File: config.mk
export PLATFORM = sky130hd
export DESIGN_NAME = regfile_write_arbiter_flat
export DESIGN_NICKNAME = d
export VERILOG_FILES = /design/src/rtl/regfile_write_arbiter_if.sv /design/src/rtl/regfile_write_arbiter.sv /design/src/flat_wrapper.sv
export SDC_FILE = /design/constraint.sdc
export NUM_CORES = 1
export LEC_CHECK = 0
export CAP_MARGIN = 5
export CORE_UTILIZATION = 46
export CTS_BUF_LIST = sky130_fd_sc_hd__clkbuf_8
export DETAILED_ROUTE_END_ITERATION = 6
export PLACE_DENSITY_LB_ADDON = 0.1
export SYNTH_ARGS = -nofsm -noshare
export SYNTH_HDL_FRONTEND = slang
export SYNTH_SLANG_ARGS = --single-unit
File: constraint.sdc
create_clock -name clk -period 3.68 [get_ports clk]
set_input_delay 1.104 -clock clk [delete_from_list [all_inputs] [get_ports clk]]
set_output_delay 1.104 -clock clk [all_outputs]
set_load 0.05 [all_outputs]
File: src/rtl/regfile_write_arbiter_if.sv
// Register-file write arbiter bus: two writeback requesters, clear control,
// the registered write channel and the conflict counter.
interface regfile_write_arbiter_if #(
    parameter int unsigned COUNT_W = 16
);
    logic               req0_valid;
    logic [4:0]         req0_addr;
    logic [31:0]        req0_data;
    logic               req0_ready;
    logic               req1_valid;
    logic [4:0]         req1_addr;
    logic [31:0]        req1_data;
    logic               req1_ready;
    logic               clear_start;
    logic               clear_busy;
    logic               clear_done;
    logic               wr_ena;
    logic [4:0]         wr_addr;
    logic [31:0]        wr_data;
    logic [COUNT_W-1:0] conflict_count;

    modport master (
        output req0_valid, req0_addr, req0_data,
        output req1_valid, req1_addr, req1_data,
        output clear_start,
        input  req0_ready, req1_ready, clear_busy, clear_done,
        input  wr_ena, wr_addr, wr_data, conflict_count
    );

    modport slave (
        input  req0_valid, req0_addr, req0_data,
        input  req1_valid, req1_addr, req1_data,
        input  clear_start,
        output req0_ready, req1_ready, clear_busy, clear_done,
        output wr_ena, wr_addr, wr_data, conflict_count
    );
endinterface

File: src/rtl/regfile_write_arbiter.sv
// Round-robin arbiter between ALU and load writeback onto one register-file
// write port, with a sweep that clears x1..x31.
module regfile_write_arbiter #(
    parameter logic [31:0] CLEAR_VALUE = 32'd0,
    parameter int unsigned COUNT_W     = 16
) (
    input logic                     clk,
    input logic                     rst,
    regfile_write_arbiter_if.slave  bus
);
    typedef enum logic [0:0] {StArb, StClear} state_e;

    state_e             state_q, state_d;
    logic               ptr_q, ptr_d;  // 1: req1 wins the next conflict
    logic               wr_ena_q, wr_ena_d;
    logic [4:0]         wr_addr_q, wr_addr_d;
    logic [31:0]        wr_data_q, wr_data_d;
    logic               clear_done_q, clear_done_d;
    logic [COUNT_W-1:0] cnt_q, cnt_d;
    logic               gnt0, gnt1;
    logic [4:0]         sel_addr;
    logic [31:0]        sel_data;

    always_comb begin
        state_d      = state_q;
        ptr_d        = ptr_q;
        wr_ena_d     = 1'b0;
        wr_addr_d    = wr_addr_q;
        wr_data_d    = wr_data_q;
        clear_done_d = 1'b0;
        cnt_d        = cnt_q;
        gnt0         = 1'b0;
        gnt1         = 1'b0;
        sel_addr     = 5'd0;
        sel_data     = 32'd0;
        unique case (state_q)
            StArb: begin
                if (bus.clear_start) begin
                    state_d   = StClear;
                    wr_ena_d  = 1'b1;
                    wr_addr_d = 5'd1;
                    wr_data_d = CLEAR_VALUE;
                end else begin
                    if (bus.req0_valid && bus.req1_valid) begin
                        gnt0 = ~ptr_q;
                        gnt1 = ptr_q;
                        if (cnt_q != '1) cnt_d = cnt_q + COUNT_W'(1);
                    end else begin
                        gnt0 = bus.req0_valid;
                        gnt1 = bus.req1_valid;
                    end
                    sel_addr = gnt1 ? bus.req1_addr : bus.req0_addr;
                    sel_data = gnt1 ? bus.req1_data : bus.req0_data;
                    if (gnt0 || gnt1) begin
                        ptr_d = gnt0;
                        // x0 is hardwired: accept the request but drop the write
                        if (sel_addr != 5'd0) begin
                            wr_ena_d  = 1'b1;
                            wr_addr_d = sel_addr;
                            wr_data_d = sel_data;
                        end
                    end
                end
            end
            StClear: begin
                if (wr_addr_q == 5'd31) begin
                    state_d = StArb;
                end else begin
                    wr_ena_d     = 1'b1;
                    wr_addr_d    = wr_addr_q + 5'd1;
                    wr_data_d    = CLEAR_VALUE;
                    clear_done_d = (wr_addr_q == 5'd30);
                end
            end
            default: state_d = StArb;
        endcase
        if (rst) begin
            gnt0 = 1'b0;
            gnt1 = 1'b0;
        end
    end

    always_ff @(posedge clk) begin
        if (rst) begin
            state_q      <= StArb;
            ptr_q        <= 1'b0;
            wr_ena_q     <= 1'b0;
            wr_addr_q    <= 5'd0;
            wr_data_q    <= 32'd0;
            clear_done_q <= 1'b0;
            cnt_q        <= '0;
        end else begin
            state_q      <= state_d;
            ptr_q        <= ptr_d;
            wr_ena_q     <= wr_ena_d;
            wr_addr_q    <= wr_addr_d;
            wr_data_q    <= wr_data_d;
            clear_done_q <= clear_done_d;
            cnt_q        <= cnt_d;
        end
    end

    assign bus.req0_ready     = gnt0;
    assign bus.req1_ready     = gnt1;
    assign bus.clear_busy     = (state_q == StClear);
    assign bus.clear_done     = clear_done_q;
    assign bus.wr_ena         = wr_ena_q;
    assign bus.wr_addr        = wr_addr_q;
    assign bus.wr_data        = wr_data_q;
    assign bus.conflict_count = cnt_q;
endmodule

File: src/flat_wrapper.sv
// flat-port wrapper written by rule: the top's interface ports become plain ports
module regfile_write_arbiter_flat 
#(
    parameter logic [31:0] CLEAR_VALUE = 32'd0,
    parameter int unsigned COUNT_W     = 16
)
  (clk, rst, bus_req0_valid, bus_req0_addr, bus_req0_data, bus_req1_valid, bus_req1_addr, bus_req1_data, bus_clear_start, bus_req0_ready, bus_req1_ready, bus_clear_busy, bus_clear_done, bus_wr_ena, bus_wr_addr, bus_wr_data, bus_conflict_count);
  regfile_write_arbiter_if #(.COUNT_W(COUNT_W)) bus_i ();
  input logic clk;
  input logic rst;
  input wire logic [$bits(bus_i.req0_valid)-1:0] bus_req0_valid;
  input wire logic [$bits(bus_i.req0_addr)-1:0] bus_req0_addr;
  input wire logic [$bits(bus_i.req0_data)-1:0] bus_req0_data;
  input wire logic [$bits(bus_i.req1_valid)-1:0] bus_req1_valid;
  input wire logic [$bits(bus_i.req1_addr)-1:0] bus_req1_addr;
  input wire logic [$bits(bus_i.req1_data)-1:0] bus_req1_data;
  input wire logic [$bits(bus_i.clear_start)-1:0] bus_clear_start;
  output wire logic [$bits(bus_i.req0_ready)-1:0] bus_req0_ready;
  output wire logic [$bits(bus_i.req1_ready)-1:0] bus_req1_ready;
  output wire logic [$bits(bus_i.clear_busy)-1:0] bus_clear_busy;
  output wire logic [$bits(bus_i.clear_done)-1:0] bus_clear_done;
  output wire logic [$bits(bus_i.wr_ena)-1:0] bus_wr_ena;
  output wire logic [$bits(bus_i.wr_addr)-1:0] bus_wr_addr;
  output wire logic [$bits(bus_i.wr_data)-1:0] bus_wr_data;
  output wire logic [$bits(bus_i.conflict_count)-1:0] bus_conflict_count;
  assign bus_i.req0_valid = bus_req0_valid;
  assign bus_i.req0_addr = bus_req0_addr;
  assign bus_i.req0_data = bus_req0_data;
  assign bus_i.req1_valid = bus_req1_valid;
  assign bus_i.req1_addr = bus_req1_addr;
  assign bus_i.req1_data = bus_req1_data;
  assign bus_i.clear_start = bus_clear_start;
  assign bus_req0_ready = bus_i.req0_ready;
  assign bus_req1_ready = bus_i.req1_ready;
  assign bus_clear_busy = bus_i.clear_busy;
  assign bus_clear_done = bus_i.clear_done;
  assign bus_wr_ena = bus_i.wr_ena;
  assign bus_wr_addr = bus_i.wr_addr;
  assign bus_wr_data = bus_i.wr_data;
  assign bus_conflict_count = bus_i.conflict_count;
  regfile_write_arbiter #(.CLEAR_VALUE(CLEAR_VALUE), .COUNT_W(COUNT_W)) u_core (.clk(clk), .rst(rst), .bus(bus_i));
endmodule
==> flow_metrics.py, run 1 <==
metrics = {
    "die": {
        "start_util_pct": 48.74,
        "die_w_um": 82.14,
        "dieArea_um2": 6746,
        "num_rows": 28,
        "coreArea_um2": 6061,
        "dieHeight_um": 82.14,
        "io_pins": 137,
    },
    "place": {
        "dpl_cell_area_um2": 4390,
        "pre_cts_slack_ns": 0.2522,
        "place_hpwl_um": 5547,
        "portBuffers": 136,
        "gp_congestion": 0.8736,
    },
    "finish": {
        "nets": 523,
        "syn2layout_area_growth_pct": 56.16,
        "drive_gt1_share_pct": 9.438,
        "postLayoutCellArea_um2": 4613,
        "antennaDiodeCount": 0,
        "post-route-util_pct": 76.11,
    },
    "synth": {
        "ys_seq_area_share_pct": 38.63,
        "synthTopCellsByArea": "dfxtp_1, mux2i_1, nand3b_1",
        "syn_inst": 309,
        "yosys_most_used_dff": "dfxtp_1",
        "yosys.area.top_type": "dfxtp_1",
        "syn-num-nets": 392,
        "syn_avg_cell_area_um2": 9.560,
        "synth-seq-cells": 57,
        "yosys.area.top_type_share_pct": 38.63,
        "async_flop_share_pct": 0,
        "yosys.cell_types.count": 44,
        "yosysWarnings": 0,
        "netlist_area_um2": 2954,
        "synth-edff-count": 0,
    },
    "route": {
        "drtIter0Drc": 93,
        "drc": 0,
        "drt-total-wl_um": 7872,
        "dr.pass1.iters": 4,
        "via_count": 2884,
        "wl_met3_um": 601,
        "antenna_left": 0,
        "routedWlPerCell_um": 15.14,
        "via_per_inst": 5.546,
        "highest_layer": "met4",
        "routed-wl-met2_um": 3774,
        "met1Wirelength_um": 3335,
    },
    "power": {
        "power.leakage_nw": 1.773,
        "p_per_area_nw_per_um2": 371.6,
        "total_power_w": 0.001714,
        "peakVddDrop_v": 0.0002408,
    },
    "sta": {
        "period_share_pct": 93.79,
        "finalMaxSlewViolations": 0,
        "tns_ns": 0,
        "period_needed_ns": 3.452,
        "fin_skew_ns": 0.01002,
        "rsz0062_at_grt": "no",
        "slew_headroom_pct": 60.75,
        "hold_violations": 0,
        "setup_viol_count_final": 0,
        "tightest_slew_ns": 0.5887,
        "fmax_ghz": 0.2897,
        "worst_slack_ns": 0.2284,
    },
    "clock_network": {
        "cts_hold_buf": 0,
        "clk_pin_slew_ns": 0.06,
        "cts.sinks": 57,
        "cts_tree": "done",
        "clockBufferDepth": 2,
        "htreeDepth": 3,
        "clock_latency_ns": 0.33,
        "cts_made_buffers": 9,
        "cts_setup_buffers": 0,
        "post_cts_resize_count": 0,
        "clockRootBuffer": "clkbuf_8",
    },
    "global_routing": {
        "grt_max_degree": 75,
        "grt_pass1_vias": 2608,
        "grt_pass1_wl_um": 11970,
        "grtUsageTotal_pct": 23.48,
        "grt-ovfl-total": 0,
        "antenna_found_initial": 0,
    },
    "setup_path": {
        "worstPathMaxFanout": 2,
        "worstSetupPathType": "primary input to output pin",
        "worstPathArrival_ns": 2.35,
        "critPathLaunchType": "primary input",
        "cp-end-kind": "output pin",
        "required_ns": 2.58,
    },
    "run": {
        "cap_viol_max_count": 0,
    },
    "status": {
        "status": "finished, final reports clean",
    },
    "min_path": {
        "hp-class": "flip-flop to flip-flop",
    },
}
[synthesized netlist by cell type, drive strengths merged, types with 2 or more instances]
cell type	n
nor2b	2
mux2i	33
o21ai	4
nand3b	32
xor2	3
a21oi	10
dfxtp	57
ha	4
o32ai	2
a221oi	2
buf	12
o211ai	2
nor3b	2
o31ai	32
nor3	10
nor2	23
nand2	10
nand2b	4
or3	2
nand4	5
or4	3
clkbuf	11
nand3	5
nor4	6
xnor2	12
mux2	5
inv	6
and3	2
[placed cells by master, fill, tap and decap left out, types with 2 or more instances in the layout]
master and instances:
nor2_1 23, nand4_1 3, or4_4 2, nand2_1 9
nand2b_1 4, nor3_1 9, or3_1 2, mux2i_1 33
nand3b_1 32, nand4_2 2, nor2b_1 2, nand3_1 5
clkbuf_8 11, mux2_2 5, clkdlybuf4s50_1 133, a221oi_1 2
o21ai_1 3, o32ai_1 2, dfxtp_1 57, nor4_1 4
inv_1 9, and3_1 2, o31ai_1 32, a21oi_1 10
xor2_1 3, buf_4 6, ha_1 4, xnor2_1 12
bufinv_16 2, buf_12 3
[through the flow]
step,std cells,hold slack (ns)
6_report,520,0.4862
5_1_grt,520,0.5029
4_1_cts,520,0.4906
3_5_place_dp,504,0.4753
3_3_place_gp,504,0.4689
2_1_floorplan,309,0.4627
[cell families after synthesis]
group | count (synthesis) | synth area share (%)
xor+xnor | 15 | 4.447
fa+ha+maj | 4 | 1.694
buf+inv | 29 | 4.193
mux | 38 | 13.09
compound gates | 55 | 13.51
flops | 57 | 38.63
simple gates | 111 | 24.44
[final timing paths]
| check | start | endpoint | slack (ns) | cells past startpoint |
|---|---|---|---|---|
| setup reg to reg | u_core.bus.wr_addr[0] | u_core.bus.wr_addr[1] | 1.47 | 9 |
| hold reg to reg | u_core.bus.wr_data[24] | u_core.bus.wr_data[24] | 0.49 | 2 |
| hold / removal | u_core.bus.wr_data[24] | u_core.bus.wr_data[24] | 0.49 | 2 |
| setup / recovery | bus_clear_start | bus_req1_ready | 0.23 | 4 |
[per-layer routing]
layer	up-vias	track usage, %
met4	0	11.75
met3	14	7.473
met2	110	39.26
met1	1356	26.86
met5	-	0
li1	1404	-
[worst max-delay path: stages]
cell             delay (ns)
clkdlybuf4s50_1        0.43
or3_1                  0.38
nor2_1                 0.25
buf_12                 0.18
[state kept, by name, summed over array words and instances, names as in the netlist]
register	flops
u_core.bus.wr_data	32
u_core.bus.conflict_count	16
u_core.bus.wr_addr	5
u_core.bus.clear_busy	1
u_core.bus.clear_done	1
u_core.bus.wr_ena	1
u_core.ptr_q	1
[cell type report]
class	count	area (um^2)
Multi-Input combinational cell	223	1692
Sequential cell	57	1141
Clock buffer	11	151.4
Tap cell	75	93.84
Timing Repair Buffer	143	1441
Inverter	6	22.52
Clock inverter	5	71.32
Fill cell	460	1448
[where the power goes]
part	switching, W	internal [W]	leakage, nW	total, W
Combinational	0.000214	0.000184	1.19	0.000398
Sequential	0.0000239	0.000646	0.464	0.000670
Clock	0.000236	0.000411	0.123	0.000647
Total	0.000474	0.00124	1.77	0.00171
Note: power is estimated with default switching activity, not from simulation.
==> run 2: changes to the inputs <==
--- a/config.mk
+++ b/config.mk
@@ -8,6 +8,7 @@
 export CAP_MARGIN = 5
 export CORE_UTILIZATION = 46
 export CTS_BUF_LIST = sky130_fd_sc_hd__clkbuf_8
+export CTS_CLUSTER_SIZE = 12
 export DETAILED_ROUTE_END_ITERATION = 6
 export PLACE_DENSITY_LB_ADDON = 0.1
 export SYNTH_ARGS = -nofsm -noshare
==> constraint.sdc (replaced) <==
create_clock -name clk -period 4.1 [get_ports clk]
set_input_delay 1.23 -clock clk [delete_from_list [all_inputs] [get_ports clk]]
set_output_delay 1.23 -clock clk [all_outputs]
set_load 0.05 [all_outputs]
==> run 2 against run 1 <==
Via count down 1.8%; sequential power down 10%; highest routed layer unchanged; critical path depth up 1; setup slack better by 0.16 ns.
==> flow_metrics.py, run 2 (synthesized netlist as in run 1, its figures left out) <==
metrics = {
    "status": {
        "status": "finished, final reports clean",
    },
    "clock_network": {
        "cts_setup_buffers": 0,
        "clock_latency_ns": 0.33,
        "clockRootBuffer": "clkbuf_8",
        "clk_pin_slew_ns": 0.05,
        "post_cts_resize_count": 0,
        "cts.sinks": 57,
        "cts_tree": "done",
        "clockBufferDepth": 2,
        "htreeDepth": 3,
        "cts_hold_buf": 0,
        "cts_made_buffers": 9,
    },
    "finish": {
        "fill_cells": 477,
        "antennaDiodeCount": 0,
        "multi_input_area_um2": 1692,
        "syn2layout_area_growth_pct": 54.13,
        "layout_common_cells": "clkdlybuf4s50_1, dfxtp_1, mux2i_1, nand3b_1, o31ai_1",
        "nets": 523,
        "postLayoutCellArea_um2": 4553,
        "largest_reg_flops": 32,
        "final_common_cell": "clkdlybuf4s50_1",
        "drive_gt1_share_pct": 9.029,
        "regArea_um2": 1141,
    },
    "global_routing": {
        "grtUsageTotal_pct": 23.31,
        "grt_pass1_vias": 2632,
        "grt_max_degree": 75,
        "grt_pass1_wl_um": 11900,
        "grt-ovfl-total": 0,
        "antenna_found_initial": 0,
    },
    "place": {
        "gp_congestion": 0.8941,
        "portBuffers": 136,
        "dpl_cell_area_um2": 4390,
        "place_hpwl_um": 5512,
        "pre_cts_slack_ns": 0.4275,
    },
    "die": {
        "num_rows": 28,
        "coreArea_um2": 6061,
        "die_w_um": 82.14,
        "dieHeight_um": 82.14,
        "dieArea_um2": 6746,
        "io_pins": 137,
        "start_util_pct": 48.74,
    },
    "setup_path": {
        "critPathLaunchType": "primary input",
        "cp-end-kind": "output pin",
        "path_cells": "clkdlybuf4s50_1, nand2b_1, nand2_2, nor2_1, buf_12",
        "required_ns": 2.87,
        "critPathBufInv": 2,
        "reg2regPathDepth": 9,
        "cpMaxStageDelayCell": "clkdlybuf4s50_1",
        "max_stage_delay_ns": 0.53,
        "worstSetupPathType": "primary input to output pin",
        "path_delay_family": "buffers and inverters",
        "worstPathArrival_ns": 2.48,
        "worstPathMaxFanout": 6,
        "path_depth": 5,
    },
    "sta": {
        "fmax_ghz": 0.2693,
        "worst_slack_ns": 0.3872,
        "fin_skew_ns": 0.007123,
        "period_needed_ns": 3.713,
        "finalMaxSlewViolations": 0,
        "setup_viol_count_final": 0,
        "tightest_slew_ns": 0.5721,
        "tns_ns": 0,
        "slew_headroom_pct": 61.86,
        "rsz0062_at_grt": "no",
        "period_share_pct": 90.56,
        "hold_violations": 0,
    },
    "route": {
        "routedWlPerCell_um": 14.96,
        "drt-total-wl_um": 7749,
        "antenna_left": 0,
        "via_count": 2833,
        "via_per_inst": 5.469,
        "dr.pass1.iters": 4,
        "drtIter0Drc": 88,
        "drc": 0,
    },
    "power": {
        "combPwrFrac_pct": 25.6,
        "seqPwrFrac_pct": 43.0,
        "p_switching_w": 0.0004154,
        "swShare_pct": 29.70,
        "peakVddDrop_v": 0.0001829,
        "internal-power_w": 0.0009833,
        "power.leakage_nw": 1.744,
        "p_clk_share_pct": 31.5,
        "p_per_area_nw_per_um2": 307.2,
    },
    "min_path": {
        "hold_depth": 2,
        "hp-class": "flip-flop to flip-flop",
    },
    "run": {
        "cap_viol_max_count": 0,
    },
}
[run 2: cell count changes in the layout (fill, tap and decap cells not counted), sizes merged]
cell | before | now
bufinv | 2 | 0
[run 2: power by group through the flow]
stage          Clock (W)  Sequential (W)  Combinational [W]
5_1_grt         0.000478        0.000604           0.000380
4_1_cts         0.000452        0.000600           0.000359
3_3_place_gp           0        0.000611           0.000353
6_report        0.000440        0.000601           0.000358
2_1_floorplan          0        0.000693           0.000120
3_5_place_dp           0        0.000612           0.000358
[run 2: area by class of cell]
type	count	area share, %
multi-input combinational	223	37.15
timing repair buffer	143	31.66
sequential	57	25.06
clock buffer	11	3.325
tap	75	2.061
inverter	6	0.4946
clock inverter	3	0.2473
[run 2: path summary, 6_finish.rpt]
check,startpoint,to,slack [ns]
max reg2reg,u_core.bus.wr_addr[0],u_core.bus.wr_addr[4],1.91
min reg2reg,u_core.bus.wr_data[29],u_core.bus.wr_data[29],0.49
min,u_core.bus.wr_data[29],u_core.bus.wr_data[29],0.49
max,bus_req0_valid,bus_req1_ready,0.39
[run 2: metal layers]
layer,vias to the layer above,GRT usage (%),share of wire (%)
met1,1316,28.04,44
met2,101,38.10,47
met5,-,0,0
met4,0,11.23,1.6
li1,1404,-,-
met3,12,6.593,7.6
[run 2: stage by stage]
| step | hold slack (ns) | util (%) | total power (W) | cells |
|---|---|---|---|---|
| 6_report | 0.4905 | 75.12 | 0.001399 | 518 |
| 5_1_grt | 0.5050 | 75.12 | 0.001462 | 518 |
| 4_1_cts | 0.4908 | 75.12 | 0.001412 | 518 |
| 3_5_place_dp | 0.4748 | 72.44 | 0.0009701 | 504 |
| 3_3_place_gp | 0.4690 | 72.44 | 0.0009642 | 504 |
| 2_1_floorplan | 0.4627 | - | 0.0008127 | 309 |
[run 2: worst reg2reg max path: stages (launching register included)]
cell and delay, ns:
dfxtp_1 0.37, ha_1 0.25, and3_1 0.19, ha_1 0.16
nand2b_1 0.20, o21ai_1 0.17, o211ai_1 0.17, buf_12 0.25
a221oi_1 0.26, nor3_1 0.07
